<file path="src/rtl/dtanh_pipe_sched_if.sv">
// Request/response bundle for the dtanh pipeline scheduler.
// master: requesters plus result consumer. slave: the scheduler.
interface dtanh_pipe_sched_if #(
  parameter int N_REQ = 4,
  parameter int ID_W  = 2
);
  logic [N_REQ-1:0]    req_valid;
  logic [16*N_REQ-1:0] req_data;
  logic [N_REQ-1:0]    req_ready;
  logic                rsp_valid;
  logic [ID_W-1:0]     rsp_id;
  logic [31:0]         rsp_data;
  logic                rsp_ready;

  modport master (
    output req_valid, req_data, rsp_ready,
    input  req_ready, rsp_valid, rsp_id, rsp_data
  );

  modport slave (
    input  req_valid, req_data, rsp_ready,
    output req_ready, rsp_valid, rsp_id, rsp_data
  );
endinterface

</file>
<file path="src/rtl/dtanh_pipe_sched.sv">
// Round-robin scheduler sharing one fixed-latency dtanh pipeline among
// N_REQ requesters. Each issue is tagged with its requester ID in a shift
// register that advances together with the pipeline; a stalled response
// freezes both through pipe_en.
// Optional build macro DTANH_SCHED_STATS_EN adds stat_issued / stat_stall.
//
// state  | meaning
// IDLE   | no tag in flight
// ACTIVE | tags in flight, pipeline advancing
// HOLD   | result presented but not accepted, pipeline frozen
module dtanh_pipe_sched #(
  parameter int N_REQ   = 4,
  parameter int ID_W    = 2,
  parameter int LATENCY = 4
) (
  input  logic                clk,
  input  logic                reset,
  dtanh_pipe_sched_if.slave   bus,
  output logic [15:0]         pipe_din,
  output logic                pipe_en,
  input  logic [31:0]         pipe_dout,
`ifdef DTANH_SCHED_STATS_EN
  output logic [31:0]         stat_issued,
  output logic [31:0]         stat_stall,
`endif
  output logic                busy
);

  typedef enum logic [1:0] {S_IDLE, S_ACTIVE, S_HOLD} state_t;

  state_t            state, state_nxt;
  logic [LATENCY-1:0] tag_v;
  logic [ID_W-1:0]   tag_id [LATENCY];
  logic [ID_W-1:0]   rr_ptr;
  logic              grant_hit;
  logic [ID_W-1:0]   grant_idx;
  logic [N_REQ-1:0]  grant_vec;
  logic              rsp_valid;
  logic              next_inflight;

  // Response side is the tail of the tag pipe; the data comes straight from the pipeline.
  assign rsp_valid     = tag_v[LATENCY-1] & ~reset;
  assign bus.rsp_valid = rsp_valid;
  assign bus.rsp_id    = tag_id[LATENCY-1];
  assign bus.rsp_data  = pipe_dout;
  assign pipe_en       = ~reset & ~(rsp_valid & ~bus.rsp_ready);
  assign bus.req_ready = grant_vec;
  assign next_inflight = grant_hit | (|tag_v[LATENCY-2:0]);

  // Circular priority search starting at rr_ptr; suppressed while the pipe is frozen.
  always_comb begin
    int idx;
    grant_hit = 1'b0;
    grant_idx = '0;
    grant_vec = '0;
    pipe_din  = 16'h0000;
    idx       = 0;
    if (pipe_en) begin
      for (int k = 0; k < N_REQ; k++) begin
        idx = (int'(rr_ptr) + k) % N_REQ;
        if (!grant_hit && bus.req_valid[idx]) begin
          grant_hit = 1'b1;
          grant_idx = ID_W'(idx);
        end
      end
    end
    if (grant_hit) begin
      grant_vec = N_REQ'(1) << grant_idx;
      pipe_din  = bus.req_data[16*int'(grant_idx) +: 16];
    end
  end

  // Round-robin pointer moves past the last grantee, wrapping at N_REQ-1.
  always_ff @(posedge clk) begin
    if (reset)
      rr_ptr <= '0;
    else if (grant_hit)
      rr_ptr <= (int'(grant_idx) == N_REQ-1) ? '0 : grant_idx + 1'b1;
  end

  // Tag shift register advances in lockstep with the pipeline enable.
  always_ff @(posedge clk) begin
    if (reset) begin
      tag_v <= '0;
      for (int k = 0; k < LATENCY; k++) tag_id[k] <= '0;
    end else if (pipe_en) begin
      tag_v     <= {tag_v[LATENCY-2:0], grant_hit};
      tag_id[0] <= grant_idx;
      for (int k = 1; k < LATENCY; k++) tag_id[k] <= tag_id[k-1];
    end
  end

  // FSM state register.
  always_ff @(posedge clk) begin
    if (reset) state <= S_IDLE;
    else       state <= state_nxt;
  end

  // FSM next-state and busy decode.
  always_comb begin
    state_nxt = state;
    busy      = 1'b0;
    case (state)
      S_IDLE: begin
        if (grant_hit) state_nxt = S_ACTIVE;
      end
      S_ACTIVE: begin
        busy = 1'b1;
        if (rsp_valid && !bus.rsp_ready) state_nxt = S_HOLD;
        else if (!next_inflight)         state_nxt = S_IDLE;
      end
      S_HOLD: begin
        busy = 1'b1;
        if (bus.rsp_ready) state_nxt = S_ACTIVE;
      end
      default: state_nxt = S_IDLE;
    endcase
  end

`ifdef DTANH_SCHED_STATS_EN
  // Issue and stall counters; free-running with natural 32-bit wrap.
  always_ff @(posedge clk) begin
    if (reset) begin
      stat_issued <= '0;
      stat_stall  <= '0;
    end else begin
      if (grant_hit) stat_issued <= stat_issued + 32'd1;
      if (!pipe_en)  stat_stall  <= stat_stall + 32'd1;
    end
  end
`endif

endmodule

</file>
<file path="src/flat_wrapper.sv">
// flat-port wrapper written by rule: the top's interface ports become plain ports
module dtanh_pipe_sched_flat 
#(
  parameter int N_REQ   = 4,
  parameter int ID_W    = 2,
  parameter int LATENCY = 4
)
  (clk, reset, pipe_din, pipe_en, pipe_dout, busy, bus_req_valid, bus_req_data, bus_rsp_ready, bus_req_ready, bus_rsp_valid, bus_rsp_id, bus_rsp_data);
  dtanh_pipe_sched_if #(.N_REQ(N_REQ), .ID_W(ID_W)) bus_i ();
  input  logic clk;
  input  logic reset;
  output logic [15:0] pipe_din;
  output logic pipe_en;
  input  logic [31:0] pipe_dout;
  output logic busy;
  input wire logic [$bits(bus_i.req_valid)-1:0] bus_req_valid;
  input wire logic [$bits(bus_i.req_data)-1:0] bus_req_data;
  input wire logic [$bits(bus_i.rsp_ready)-1:0] bus_rsp_ready;
  output wire logic [$bits(bus_i.req_ready)-1:0] bus_req_ready;
  output wire logic [$bits(bus_i.rsp_valid)-1:0] bus_rsp_valid;
  output wire logic [$bits(bus_i.rsp_id)-1:0] bus_rsp_id;
  output wire logic [$bits(bus_i.rsp_data)-1:0] bus_rsp_data;
  assign bus_i.req_valid = bus_req_valid;
  assign bus_i.req_data = bus_req_data;
  assign bus_i.rsp_ready = bus_rsp_ready;
  assign bus_req_ready = bus_i.req_ready;
  assign bus_rsp_valid = bus_i.rsp_valid;
  assign bus_rsp_id = bus_i.rsp_id;
  assign bus_rsp_data = bus_i.rsp_data;
  dtanh_pipe_sched #(.N_REQ(N_REQ), .ID_W(ID_W), .LATENCY(LATENCY)) u_core (.clk(clk), .reset(reset), .bus(bus_i), .pipe_din(pipe_din), .pipe_en(pipe_en), .pipe_dout(pipe_dout), .busy(busy));
endmodule
</file>
<file path="config.mk">
export PLATFORM = sky130hd
export DESIGN_NAME = dtanh_pipe_sched_flat
export DESIGN_NICKNAME = d
export VERILOG_FILES = /design/src/rtl/dtanh_pipe_sched_if.sv /design/src/rtl/dtanh_pipe_sched.sv /design/src/flat_wrapper.sv
export SDC_FILE = /design/constraint.sdc
export NUM_CORES = 1
export LEC_CHECK = 0
export BUFFER_PORTS_ARGS = -buffer_cell sky130_fd_sc_hd__clkbuf_2
export CORE_AREA = 2 2 70 72
export DETAILED_ROUTE_END_ITERATION = 6
export DIE_AREA = 0 0 72 74
export PLACE_DENSITY = 0.79
export SLEW_MARGIN = 20
export SYNTH_ARGS = -nofsm -noshare
export SYNTH_HDL_FRONTEND = slang
export SYNTH_SLANG_ARGS = --single-unit
</file>
<file path="constraint.sdc">
create_clock -name clk -period 2.83 [get_ports clk]
set_input_delay 0.566 -clock clk [delete_from_list [all_inputs] [get_ports clk]]
set_output_delay 0.566 -clock clk [all_outputs]
set_load 0.005 [all_outputs]
</file>
==> impl_metrics.env <==
export IMPL_grt_pass1_wl_um=6803
export IMPL_hold_viol=0
export IMPL_path_class="primary input to output pin"
export IMPL_crit_required_ns=2.26
export IMPL_yosys_register_bits=16
export IMPL_critPathSlowestCell="or3_1"
export IMPL_syn_mean_instance_area_um2=9.053
export IMPL_drt_iter0_drc=46
export IMPL_vias=1489
export IMPL_ys_flop_type="edfxtp_1"
export IMPL_path_cells="clkbuf_2, nor2b_1, or3_1, nor3_4, buf_12, inv_1, ha_1, and2_1, clkbuf_2"
export IMPL_yosysTopAreaCellShare_pct=20.97
export IMPL_finalCritPeriodShare_pct=95.88
export IMPL_yosys_warnings=0
export IMPL_grt_antenna_before_repair=0
export IMPL_initial_core_util_pct=34.26
export IMPL_slowest_delay_ns=0.41
export IMPL_setup_tns_ns=0
export IMPL_die_area_um2=5328
export IMPL_worst_skew_pair_late_latency_ns=0.25
export IMPL_drt_wl_total_um=4515
export IMPL_gp_congestion=0.8177
export IMPL_via_per_inst=5.065
export IMPL_synthArstFlopShare_pct=0
export IMPL_numPortBuffers=95
export IMPL_rrSetupSlack_ns=1.03
export IMPL_end_kind="output pin"
export IMPL_setup_viol=0
export IMPL_numCtsBuffers=3
export IMPL_synth_top_area_cell="mux2i_1"
export IMPL_antenna_left=0
export IMPL_htree_levels=1
export IMPL_start_kind="primary input"
export IMPL_clk_pin_slew_ns=0.06
export IMPL_cap_violations=0
export IMPL_grt_total_usage_pct=16.90
export IMPL_grt_start_max_net_pins=21
export IMPL_synthCells=174
export IMPL_leakage_uw=0.001012
export IMPL_root_buffer="clkbuf_8"
export IMPL_grt_pass1_vias=1417
export IMPL_dpl_cell_area_um2=1898
export IMPL_clkSinkCount=16
export IMPL_fmax_ghz=0.3686
export IMPL_finalClockSkew_ns=0.0007170
export IMPL_maxSlewViolCount=0
export IMPL_syn_area_um2=1575
export IMPL_routedWlPerCell_um=15.36
export IMPL_route_detailed_drc=0
export IMPL_area_growth_pct=23.75
export IMPL_drive_gt1_share_pct=45.42
export IMPL_hold_slack_ns=0.4738
export IMPL_rsz0062_at_grt="no"
export IMPL_n_antenna_cell=0
export IMPL_crit_arrival_ns=2.15
export IMPL_hpwl_um=3646
export IMPL_netlist_cell_type_count=32
export IMPL_worst_path_most_repeated_cell="clkbuf_2"
export IMPL_grt_ovfl_total=0
export IMPL_first_pass_iters=4
export IMPL_p_per_area_nw_per_um2=421.4
export IMPL_cts_hold_buf=0
export IMPL_io_pins=160
export IMPL_coreArea_um2=4598
export IMPL_min_period_ns=2.713
export IMPL_max_vdd_ir_drop_mv=0.1403
export IMPL_status="finished clean"
export IMPL_die_y_um=74
export IMPL_synth_net_count=285
export IMPL_nNetsFinal=352
export IMPL_synth_edf_count=8
export IMPL_num_rows=25
export IMPL_ys_seq_area_share_pct=25.42
export IMPL_crit_fanout=20
export IMPL_hold_path_class="flop to flop"
export IMPL_tritoncts="built"
export IMPL_cts_buffer_depth=2
export IMPL_design_area_um2=1949
export IMPL_power_uw=821.5
export IMPL_postCtsSetupRepairBufs=0
export IMPL_worst_pin_slew_ns=0.6374
export IMPL_die_width_um=72
export IMPL_slew_headroom_pct=57.18
export IMPL_cts_resized=0
export IMPL_yosys_top_cells_area="mux2i_1, buf_4, edfxtp_1, dfxtp_1, o22ai_1"
## report_power, final
group	switching, uW	internal [uW]	total, uW
logic	178	184	362
registers	15.0	266	281
clock network	81.8	96.5	178
total	275	547	821
## stage by stage
stage,utilization [%],setup slack [ns],instances
floorplan,-,0.2076,174
global placement,41.28,0.1848,290
detailed placement,41.28,0.1365,290
CTS,42.26,0.08471,294
global route,42.39,0.01725,294
finish,42.39,0.1167,294
## final cells by class
| cell class | instances | area, um2 |
|---|---|---|
| Multi-Input combinational cell | 109 | 849.6 |
| Clock buffer | 3 | 41.29 |
| Fill cell | 437 | 2649 |
| Inverter | 9 | 33.78 |
| Timing Repair Buffer | 102 | 553.0 |
| Clock inverter | 1 | 3.754 |
| Sequential cell | 16 | 400.4 |
| Tap cell | 54 | 67.56 |
## per-layer routing
metal / vias up / wire (um) / GRT usage [%]
met5: - / 37 / 5.556
met4: 2 / 59 / 6.289
met3: 8 / 537 / 7.453
met2: 106 / 2160 / 27.57
met1: 654 / 1719 / 19.30
li1: 719 / - / -
## cells in the mapped netlist (2+ instances only)
| cell type | n |
|---|---|
| a21oi_1 | 5 |
| and2_1 | 10 |
| buf_2 | 2 |
| buf_4 | 34 |
| clkbuf_1 | 2 |
| dfxtp_1 | 8 |
| edfxtp_1 | 8 |
| ha_1 | 8 |
| inv_1 | 9 |
| mux2i_1 | 33 |
| nand2_1 | 10 |
| nand2b_1 | 2 |
| nor2_1 | 2 |
| nor2b_1 | 2 |
| nor3_1 | 4 |
| o22ai_1 | 18 |
| or3_1 | 2 |
## layout by cell type (no fill, tap or decap)
cell / count
a211oi_1: 1
a21oi_1: 5
a222oi_1: 1
a22o_1: 1
and2_1: 10
buf_12: 2
buf_4: 5
clkbuf_2: 95
clkbuf_8: 3
clkinv_1: 1
dfxtp_1: 8
edfxtp_1: 8
ha_1: 8
inv_1: 9
mux2i_1: 33
nand2_1: 10
nand2b_1: 2
nand3_1: 1
nand4b_1: 1
nor2_1: 2
nor2_2: 1
nor2b_1: 2
nor3_1: 4
nor3_4: 1
nor3b_2: 1
nor4_2: 1
o21a_1: 1
o21ai_0: 1
o22ai_1: 18
o31ai_1: 1
o32ai_1: 1
or3_1: 2
## path summary, 6_finish.rpt
path,depth (start not counted),to,from
worst max-delay path,9,bus_req_ready[2],bus_rsp_ready
worst min-delay path,2,u_core.tag_v[3]$_SDFFE_PP0N_,u_core.tag_v[2]$_SDFFE_PP0N_
worst max register to register,7,u_core.rr_ptr[1]$_SDFFE_PP0P_,u_core.tag_v[3]$_SDFFE_PP0N_
worst min register to register,2,u_core.tag_v[3]$_SDFFE_PP0N_,u_core.tag_v[2]$_SDFFE_PP0N_
## worst max-delay path: cells and delay by family
kind                     cells  cell delay [ns]
AND/OR/NAND/NOR              4             0.85
adder cells (fa/ha/maj)      1             0.20
buffers and inverters        4             0.50
## cell families after synthesis
| logic type | synth area share [%] |
|---|---|
| fa+ha+maj | 6.355 |
| buf+inv | 21.45 |
| simple gates | 13.58 |
| flops | 25.42 |
| mux | 20.97 |
| compound gates | 12.23 |
## sequential cells by signal, summed over array words and instances (netlist names)
register       cells
u_core.tag_id      8
u_core.tag_v       4
u_core.rr_ptr      2
u_core.state       2
Power figures use the tool's default switching activity.
